<file path="config.mk">
export PLATFORM = sky130hd
export DESIGN_NAME = phold_lp_core
export DESIGN_NICKNAME = d
export VERILOG_FILES = /design/src/rtl/phold_lp_core.sv
export SDC_FILE = /design/constraint.sdc
export NUM_CORES = 1
export LEC_CHECK = 0
export ABC_CLOCK_PERIOD_IN_PS = 2600
export CAP_MARGIN = 20
export CORE_MARGIN = 4
export CORE_UTILIZATION = 42
export DETAILED_ROUTE_END_ITERATION = 16
export PLACE_DENSITY_LB_ADDON = 0.25
export REMOVE_ABC_BUFFERS = 1
export SLEW_MARGIN = 20
export SYNTH_ARGS = -nofsm -noshare
export SYNTH_HDL_FRONTEND = slang
export SYNTH_SLANG_ARGS = --single-unit
</file>
<file path="constraint.sdc">
create_clock -name clk -period 2.6 [get_ports clk]
set_clock_uncertainty 0.05 [all_clocks]
set_input_delay 0.52 -clock clk [delete_from_list [all_inputs] [get_ports clk]]
set_output_delay 0.52 -clock clk [all_outputs]
set_load 0.01 [all_outputs]
</file>
<file path="src/rtl/phold_lp_core.sv">
// PHOLD logical-process core: one event in, read-modify-write of the LP state word,
// one generated event out, held until acknowledged.
module phold_lp_core #(
   parameter int unsigned NUM_MEM_BYTE    = 16,
   parameter int unsigned MC_RTNCTL_WIDTH = 32,
   parameter int unsigned TIME_WID        = 16
) (
   input  logic                       clk,
   input  logic                       rst,
   input  logic [1:0]                 core_id,
   input  logic                       event_valid,
   input  logic [2:0]                 event_id,
   input  logic [TIME_WID-1:0]        event_time,
   input  logic [TIME_WID-1:0]        global_time,
   input  logic [7:0]                 random_in,
   output logic [TIME_WID-1:0]        new_event_time,
   output logic [2:0]                 new_event_target,
   output logic                       new_event_ready,
   output logic                       ready,
   input  logic                       ack,
   output logic                       mc_rq_vld,
   output logic [2:0]                 mc_rq_cmd,
   output logic [3:0]                 mc_rq_scmd,
   output logic [47:0]                mc_rq_vadr,
   output logic [1:0]                 mc_rq_size,
   output logic [MC_RTNCTL_WIDTH-1:0] mc_rq_rtnctl,
   output logic [63:0]                mc_rq_data,
   output logic                       mc_rq_flush,
   input  logic                       mc_rq_stall,
   input  logic                       mc_rs_vld,
   input  logic [2:0]                 mc_rs_cmd,
   input  logic [3:0]                 mc_rs_scmd,
   input  logic [MC_RTNCTL_WIDTH-1:0] mc_rs_rtnctl,
   input  logic [63:0]                mc_rs_data,
   output logic                       mc_rs_stall,
   input  logic [47:0]                addr,
   input  logic                       mem_gnt
);

   localparam int unsigned CNT_W = 64 - TIME_WID;

   typedef enum logic [2:0] {
      IDLE    = 3'd0,
      RD_REQ  = 3'd1,
      RD_WAIT = 3'd2,
      WR_REQ  = 3'd3,
      WR_WAIT = 3'd4,
      SEND    = 3'd5
   } state_t;

   state_t                       state_q, state_d;
   logic [TIME_WID-1:0]          t_q, t_d;
   logic [47:0]                  vadr_q, vadr_d;
   logic [63:0]                  wdata_q, wdata_d;
   logic [2:0]                   tgt_q, tgt_d;
   logic [TIME_WID-1:0]          ntime_q, ntime_d;
   logic [MC_RTNCTL_WIDTH-1:0]   rtnctl_q, rtnctl_d;
   logic                         ready_q, ready_d;
   logic                         nev_rdy_q, nev_rdy_d;
   logic                         rq_vld_q, rq_vld_d;
   logic [2:0]                   rq_cmd_q, rq_cmd_d;

   logic rq_accept;
   logic rs_match;
   logic unused_ok;

   assign rq_accept = rq_vld_q & mem_gnt & ~mc_rq_stall;
   assign rs_match  = mc_rs_vld && (mc_rs_rtnctl[1:0] == core_id);
   assign unused_ok = ^{global_time, mc_rs_scmd, mc_rs_rtnctl[MC_RTNCTL_WIDTH-1:2],
                        mc_rs_data[TIME_WID-1:0]};

   // Next state, latched event context and next registered outputs
   always_comb begin
      state_d  = state_q;
      t_d      = t_q;
      vadr_d   = vadr_q;
      wdata_d  = wdata_q;
      tgt_d    = tgt_q;
      ntime_d  = ntime_q;
      rtnctl_d = rtnctl_q;
      case (state_q)
         IDLE: begin
            if (event_valid) begin
               state_d  = RD_REQ;
               t_d      = event_time;
               vadr_d   = addr + 48'(event_id) * 48'(NUM_MEM_BYTE);
               tgt_d    = random_in[7:5];
               ntime_d  = event_time + TIME_WID'(1) + TIME_WID'(random_in[4:0]);
               rtnctl_d = MC_RTNCTL_WIDTH'(core_id);
            end
         end
         RD_REQ:  if (rq_accept) state_d = RD_WAIT;
         RD_WAIT: begin
            if (rs_match && (mc_rs_cmd == 3'd2)) begin
               state_d = WR_REQ;
               wdata_d = {mc_rs_data[63:TIME_WID] + CNT_W'(1), t_q};
            end
         end
         WR_REQ:  if (rq_accept) state_d = WR_WAIT;
         WR_WAIT: if (rs_match && (mc_rs_cmd == 3'd3)) state_d = SEND;
         SEND:    if (ack) state_d = IDLE;
         default: state_d = IDLE;
      endcase
      ready_d   = (state_d == IDLE);
      nev_rdy_d = (state_d == SEND);
      rq_vld_d  = (state_d == RD_REQ) || (state_d == WR_REQ);
      rq_cmd_d  = (state_d == RD_REQ) ? 3'd1 : ((state_d == WR_REQ) ? 3'd2 : 3'd0);
   end

   always_ff @(posedge clk) begin
      if (rst) begin
         state_q   <= IDLE;
         t_q       <= '0;
         vadr_q    <= '0;
         wdata_q   <= '0;
         tgt_q     <= '0;
         ntime_q   <= '0;
         rtnctl_q  <= '0;
         ready_q   <= 1'b1;
         nev_rdy_q <= 1'b0;
         rq_vld_q  <= 1'b0;
         rq_cmd_q  <= '0;
      end else begin
         state_q   <= state_d;
         t_q       <= t_d;
         vadr_q    <= vadr_d;
         wdata_q   <= wdata_d;
         tgt_q     <= tgt_d;
         ntime_q   <= ntime_d;
         rtnctl_q  <= rtnctl_d;
         ready_q   <= ready_d;
         nev_rdy_q <= nev_rdy_d;
         rq_vld_q  <= rq_vld_d;
         rq_cmd_q  <= rq_cmd_d;
      end
   end

   assign ready            = ready_q;
   assign new_event_ready  = nev_rdy_q;
   assign new_event_target = tgt_q;
   assign new_event_time   = ntime_q;
   assign mc_rq_vld        = rq_vld_q;
   assign mc_rq_cmd        = rq_cmd_q;
   assign mc_rq_vadr       = vadr_q;
   assign mc_rq_data       = wdata_q;
   assign mc_rq_rtnctl     = rtnctl_q;
   assign mc_rq_scmd       = 4'd0;
   assign mc_rq_size       = 2'd3;
   assign mc_rq_flush      = 1'b0;
   assign mc_rs_stall      = 1'b0;

endmodule

</file>
### After elaboration in Yosys (flattened, before gate mapping)

Index checks and enable logic that the tools add are counted.

| word-level totals | value |
|---|---|
| input bits | 203 |
| output and inout port bits | 177 |
| memories | 0 |
| bits in read-only memories | 0 |
| bits in latches | 0 |
| register bits | 157 |
| memory bits (writable) | 0 |
| logic and storage cells | 48 |

| cells by class | value |
|---|---|
| equality and inequality tests | 11 |
| multiply operators | 0 |
| bitwise logic cells | 3 |
| reductions and logical operators | 9 |
| magnitude comparators | 0 |
| add/subtract/negate cells | 4 |
| mux-type cells | 9 |
| divide/modulo/power cells | 0 |
| shifts and indexed selects | 0 |

Operators with widths:

| kind | count |
|---|---|
| 48-bit by 1-bit adder with 48-bit output, second input constant | 1 |
| 48-bit by 7-bit adder with 48-bit output | 1 |
| 3-bit 2-to-1 mux | 6 |
| 3-bit one-hot mux with 6 select lines | 1 |
| 16-bit by 1-bit adder with 16-bit output, second input constant | 1 |
| 16-bit by 5-bit adder with 16-bit output | 1 |
| 3-bit by 2-bit == test with 1-bit output, second input constant | 5 |
| 3-bit == test, second input constant | 3 |
| 3-bit by 1-bit == test with 1-bit output, second input constant | 2 |
| 3-bit zero test | 2 |
| 2-bit AND reduction | 2 |
| 1-bit logical AND | 3 |
| 1-bit bitwise AND | 2 |
| 2-bit == test | 1 |
| 2-bit 2-to-1 mux | 1 |
| 2-bit OR reduction | 1 |
| 1-bit logical OR | 1 |
| 1-bit 2-to-1 mux | 1 |
| 1-bit inverter | 1 |

### Depth between registers and ports, before layout

| depth | value |
|---|---|
| depth in word-level cells | 8 |
| depth in mapped cells | 9 |
| gate-level depth less buffers | 9 |

### Least setup slack after synthesis

No wires, ideal clock.

| timing path | value |
|---|---|
| path kind | input to register |
| start point | input event_id[2] |
| end point | register vadr_q[40] (netlist: mc_rq_vadr[40]) |
| path buffers | 1 |
| cell stages on the path | 7 |
| setup slack | 389 ps |
| setup time | 124 ps |
| arrival | 2037 ps |
| data required time | 2426 ps |
| cells stage by stage | ha_1 > clkbuf_1 > a21o_1 > nand2_1 > nor3_1 > and4_1 > nor3_1 |

| on the way | value |
|---|---|
| longest elaborated chain between the ends | 1 |

Ends and longest elaborated chain:

| what | line | text |
|---|---|---|
| from (decl) | 12 | `input logic [2:0] event_id,` |
| 48-bit by 7-bit adder with 48-bit output | 86 | `vadr_d = addr + 48'(event_id) * 48'(NUM_MEM_BYTE);` |
| to (signal assigned) | 126 | `vadr_q <= vadr_d;` |
| to (decl) | 53 | `logic [47:0] vadr_q, vadr_d;` |

Every way passes these cells.
A chain may end at the register's enable or synchronous reset.

### Final worst setup path

| timing path | value |
|---|---|
| start point | input addr[4] |
| end point | register vadr_q[36] (netlist: mc_rq_vadr[36]) |

| on the way | value |
|---|---|
| longest elaborated chain between the ends | 1 |

Ends and longest elaborated chain:

| what | line | text |
|---|---|---|
| from (decl) | 36 | `input logic [47:0] addr,` |
| 48-bit by 7-bit adder with 48-bit output | 86 |  |

Every way passes these cells.

==> run_results.csv <==
group,metric,value,unit
clock_network,cts_tree,"done",
drt,drt_iter0_markers,464,
clock_network,cts_hold_buf,0,
die,fp.coreArea,19500,sq um
synth,avgSynthCellArea,7.90,sq um
sta,fin_ws,0.324,ns
global_route,grt_usage,0.228,
global_route,grt_start_max_net_pins,61,
worst_setup_path,critical_path_peak_fanout,4,
synth,seq_area_frac_synth,0.379,
synth,syn_area,8290,sq um
place,gp_congestion,0.883,
clock_network,cts_buffer_depth,2,
sta,slew-limit-headroom,0.652,
die,rows,51,
die,dieWidth,148,microns
worst_setup_path,crit_buf_inv,2,
drt,vias_per_cell,5.25,
worst_setup_path,cp_top_family,"simple AND/OR/NAND/NOR gates",
die,die_h,148,microns
global_route,antenna_found_initial,0,
synth,synth_cell_types,57,
final_layout,drive_gt1_frac,0.114,
global_route,grt_pass1_vias,8329,
worst_setup_path,rrSetupSlack,0.62,ns
sta,hold_viol,0,
synth,synth_edf_count,0,
synth,yosysWarnings,0,
place,dp.cells,1627,
worst_setup_path,cp_cell_sequence,"clkdlybuf4s50_1 > ha_1 > fa_1 > a21o_1 > nand2_1 > buf_4 > or3_1 > nor4_1 > nor3_1",
final_layout,nets,1595,
final_layout,layout_commonest_cell,"clkdlybuf4s50_1",
drt,drc,0,
drt,routed_wirelength,25.8,mm
pwr,p_leak,4.56,nW
global_route,gr-total-overflow,0,
clock_network,post_cts_resized,0,
sta,clock.fmax,439,MHz
clock_network,clk_latency,0.41,ns
worst_setup_path,startpoint_type,"input port",
worst_setup_path,required,2.85,ns
final_layout,fill_cells,1753,
sta,fin_crit_sh,0.875,
clock_network,cts_made_buffers,17,
final_layout,finalNonFillerCells,1659,
sta,drv_slew,0,
synth,synth-main-ff-cell,"dfxtp_1",
drt,num_vias,8706,
drt,routedWlPerCell,15.6,microns
sta,setup_viol,0,
clock_network,cts_setup_buffers,0,
worst_setup_path,end_kind,"register",
final_layout,area_growth,50.2,%
min_path,worstHoldPathType,"register to register",
place,io_buffers,274,
final_layout,diodes,0,
worst_setup_path,arrival,2.52,ns
synth,async_flop_share,0,
worst_setup_path,critPathSlowestCell,"clkdlybuf4s50_1",
clock_network,clkTransAtPathRegs,0.06,ns
synth,ys_seq_elements,157,
pwr,ir_worst_vdd,0.409,mV
drt,first_pass_iters,4,
flow_run,maxCapViolations,0,
sta,period_needed,2.28,ns
die,die_area,22100,sq um
clock_network,cts_root_buffer,"clkbuf_16",
die,initial_core_util,0.426,
global_route,grt_pass1_wl,41.4,mm
sta,worst_pin_slew,0.519,ns
pwr,power_density,491,nW/um^2
final_layout,layout_common_cells,"clkdlybuf4s50_1 (273), dfxtp_1 (157), nand2_1 (156)",
synth,synth_top_area_frac,0.379,
worst_setup_path,path_class,"input port to register",
synth,synth_area_leader_cell,"dfxtp_1",
sta,rsz0062_at_grt,"no",
outcome,status,"completed",
die,ios,380,
place,place_ws,-0.269,ns
place,dp.final_hpwl,19.2,mm
synth,synthesis.instances,1049,
synth,synth_area_leaders,"dfxtp_1 (38%), nand2_1 (7.1%), o21ai_0 (4.8%)",
worst_setup_path,slowest_delay,0.47,ns
clock_network,cts_max_level,4,
drt,drtAntennaViolNets,0,
clock_network,cts_sinks,157,
==> flip-flops by register name, indices dropped and copies added, names as in the netlist <==
| signal | count |
|---|---|
| mc_rq_cmd | 2 |
| mc_rq_data | 64 |
| mc_rq_rtnctl | 2 |
| mc_rq_vadr | 48 |
| mc_rq_vld | 1 |
| new_event_ready | 1 |
| new_event_target | 3 |
| new_event_time | 16 |
| ready | 1 |
| state_q | 3 |
| t_q | 16 |
==> cell type report <==
| type | count | area (sq um) | area share |
|---|---|---|---|
| Timing Repair Buffer | 383 | 3680 | 0.296 |
| Multi-Input combinational cell | 807 | 4680 | 0.376 |
| Inverter | 15 | 56.3 | 0.00452 |
| Tap cell | 265 | 332 | 0.0266 |
| Clock buffer | 19 | 443 | 0.0356 |
| Sequential cell | 157 | 3140 | 0.252 |
| Clock inverter | 13 | 116 | 0.00934 |
==> tightest hold or removal path, cell delays in order (launching register included) <==
cell     delay [ns]
dfxtp_1        0.31
nand2_1        0.05
a21oi_1        0.05
==> logic make-up after synthesis <==
kind of cell	synth area share
simple gates	0.282
compound gates	0.174
flops	0.379
buf+inv	0.0750
xor+xnor	0.0581
fa+ha+maj	0.0184
mux	0.0133
other cells	0.000906
==> stage by stage <==
step                      power, W  TNS (ns)  utilization  instance area (sq um)  hold slack (ns)
final                      0.00612         0        0.640                  12500            0.402
after global routing       0.00641         0        0.640                  12500            0.410
after CTS                  0.00617         0        0.640                  12400            0.399
after detailed placement   0.00378     -1.44        0.611                  11900            0.393
after global placement     0.00377     -1.36        0.611                  11900            0.388
after floorplan            0.00307   -361.99            -                   7860            0.376
==> report_power, final <==
part | internal (W) | total [W] | switching, W
clock | 0.00135 | 0.00238 | 0.00104
sequential | 0.00252 | 0.00259 | 0.0000632
combinational | 0.000604 | 0.00115 | 0.000545
total | 0.00447 | 0.00612 | 0.00164
==> metal layers <==
layer / GRT usage / vias to the layer above / wire length (microns)
met1: 0.288 / 4033 / 11100
met4: 0.0827 / 0 / 719
li1: - / 4357 / -
met5: 0 / - / 0
met2: 0.376 / 272 / 12000
met3: 0.0619 / 44 / 2010
==> cells in the mapped netlist, types with 3 or more instances <==
| master | n |
|---|---|
| o21a_1 | 3 |
| nand2b_1 | 13 |
| or3_1 | 4 |
| xor2_1 | 30 |
| and4_1 | 20 |
| a21o_1 | 4 |
| a311oi_1 | 9 |
| ha_1 | 9 |
| a21oi_1 | 78 |
| buf_1 | 5 |
| nor4_1 | 19 |
| and3_1 | 17 |
| or4_1 | 4 |
| a211oi_1 | 43 |
| o31ai_1 | 3 |
| nor3_1 | 50 |
| buf_2 | 13 |
| and2_1 | 10 |
| inv_1 | 15 |
| buf_4 | 39 |
| nor4_2 | 3 |
| nand4_1 | 32 |
| mux2i_1 | 11 |
| a31oi_1 | 8 |
| o2111ai_1 | 3 |
| xnor2_1 | 25 |
| nor2_1 | 62 |
| o21ai_0 | 79 |
| clkbuf_1 | 49 |
| nor3b_1 | 10 |
| nand3_1 | 34 |
| nand2_1 | 156 |
| nor2b_1 | 4 |
| dfxtp_1 | 157 |
==> worst paths after layout <==
path,depth (start not counted),to,startpoint
worst max-delay path,9,mc_rq_vadr[36],addr[4]
worst min-delay path,2,mc_rq_data[6],t_q[6]
worst max register to register,6,mc_rq_data[56],state_q[0]
worst min register to register,2,mc_rq_data[6],t_q[6]
No activity file was read; power rests on OpenSTA's default activity.
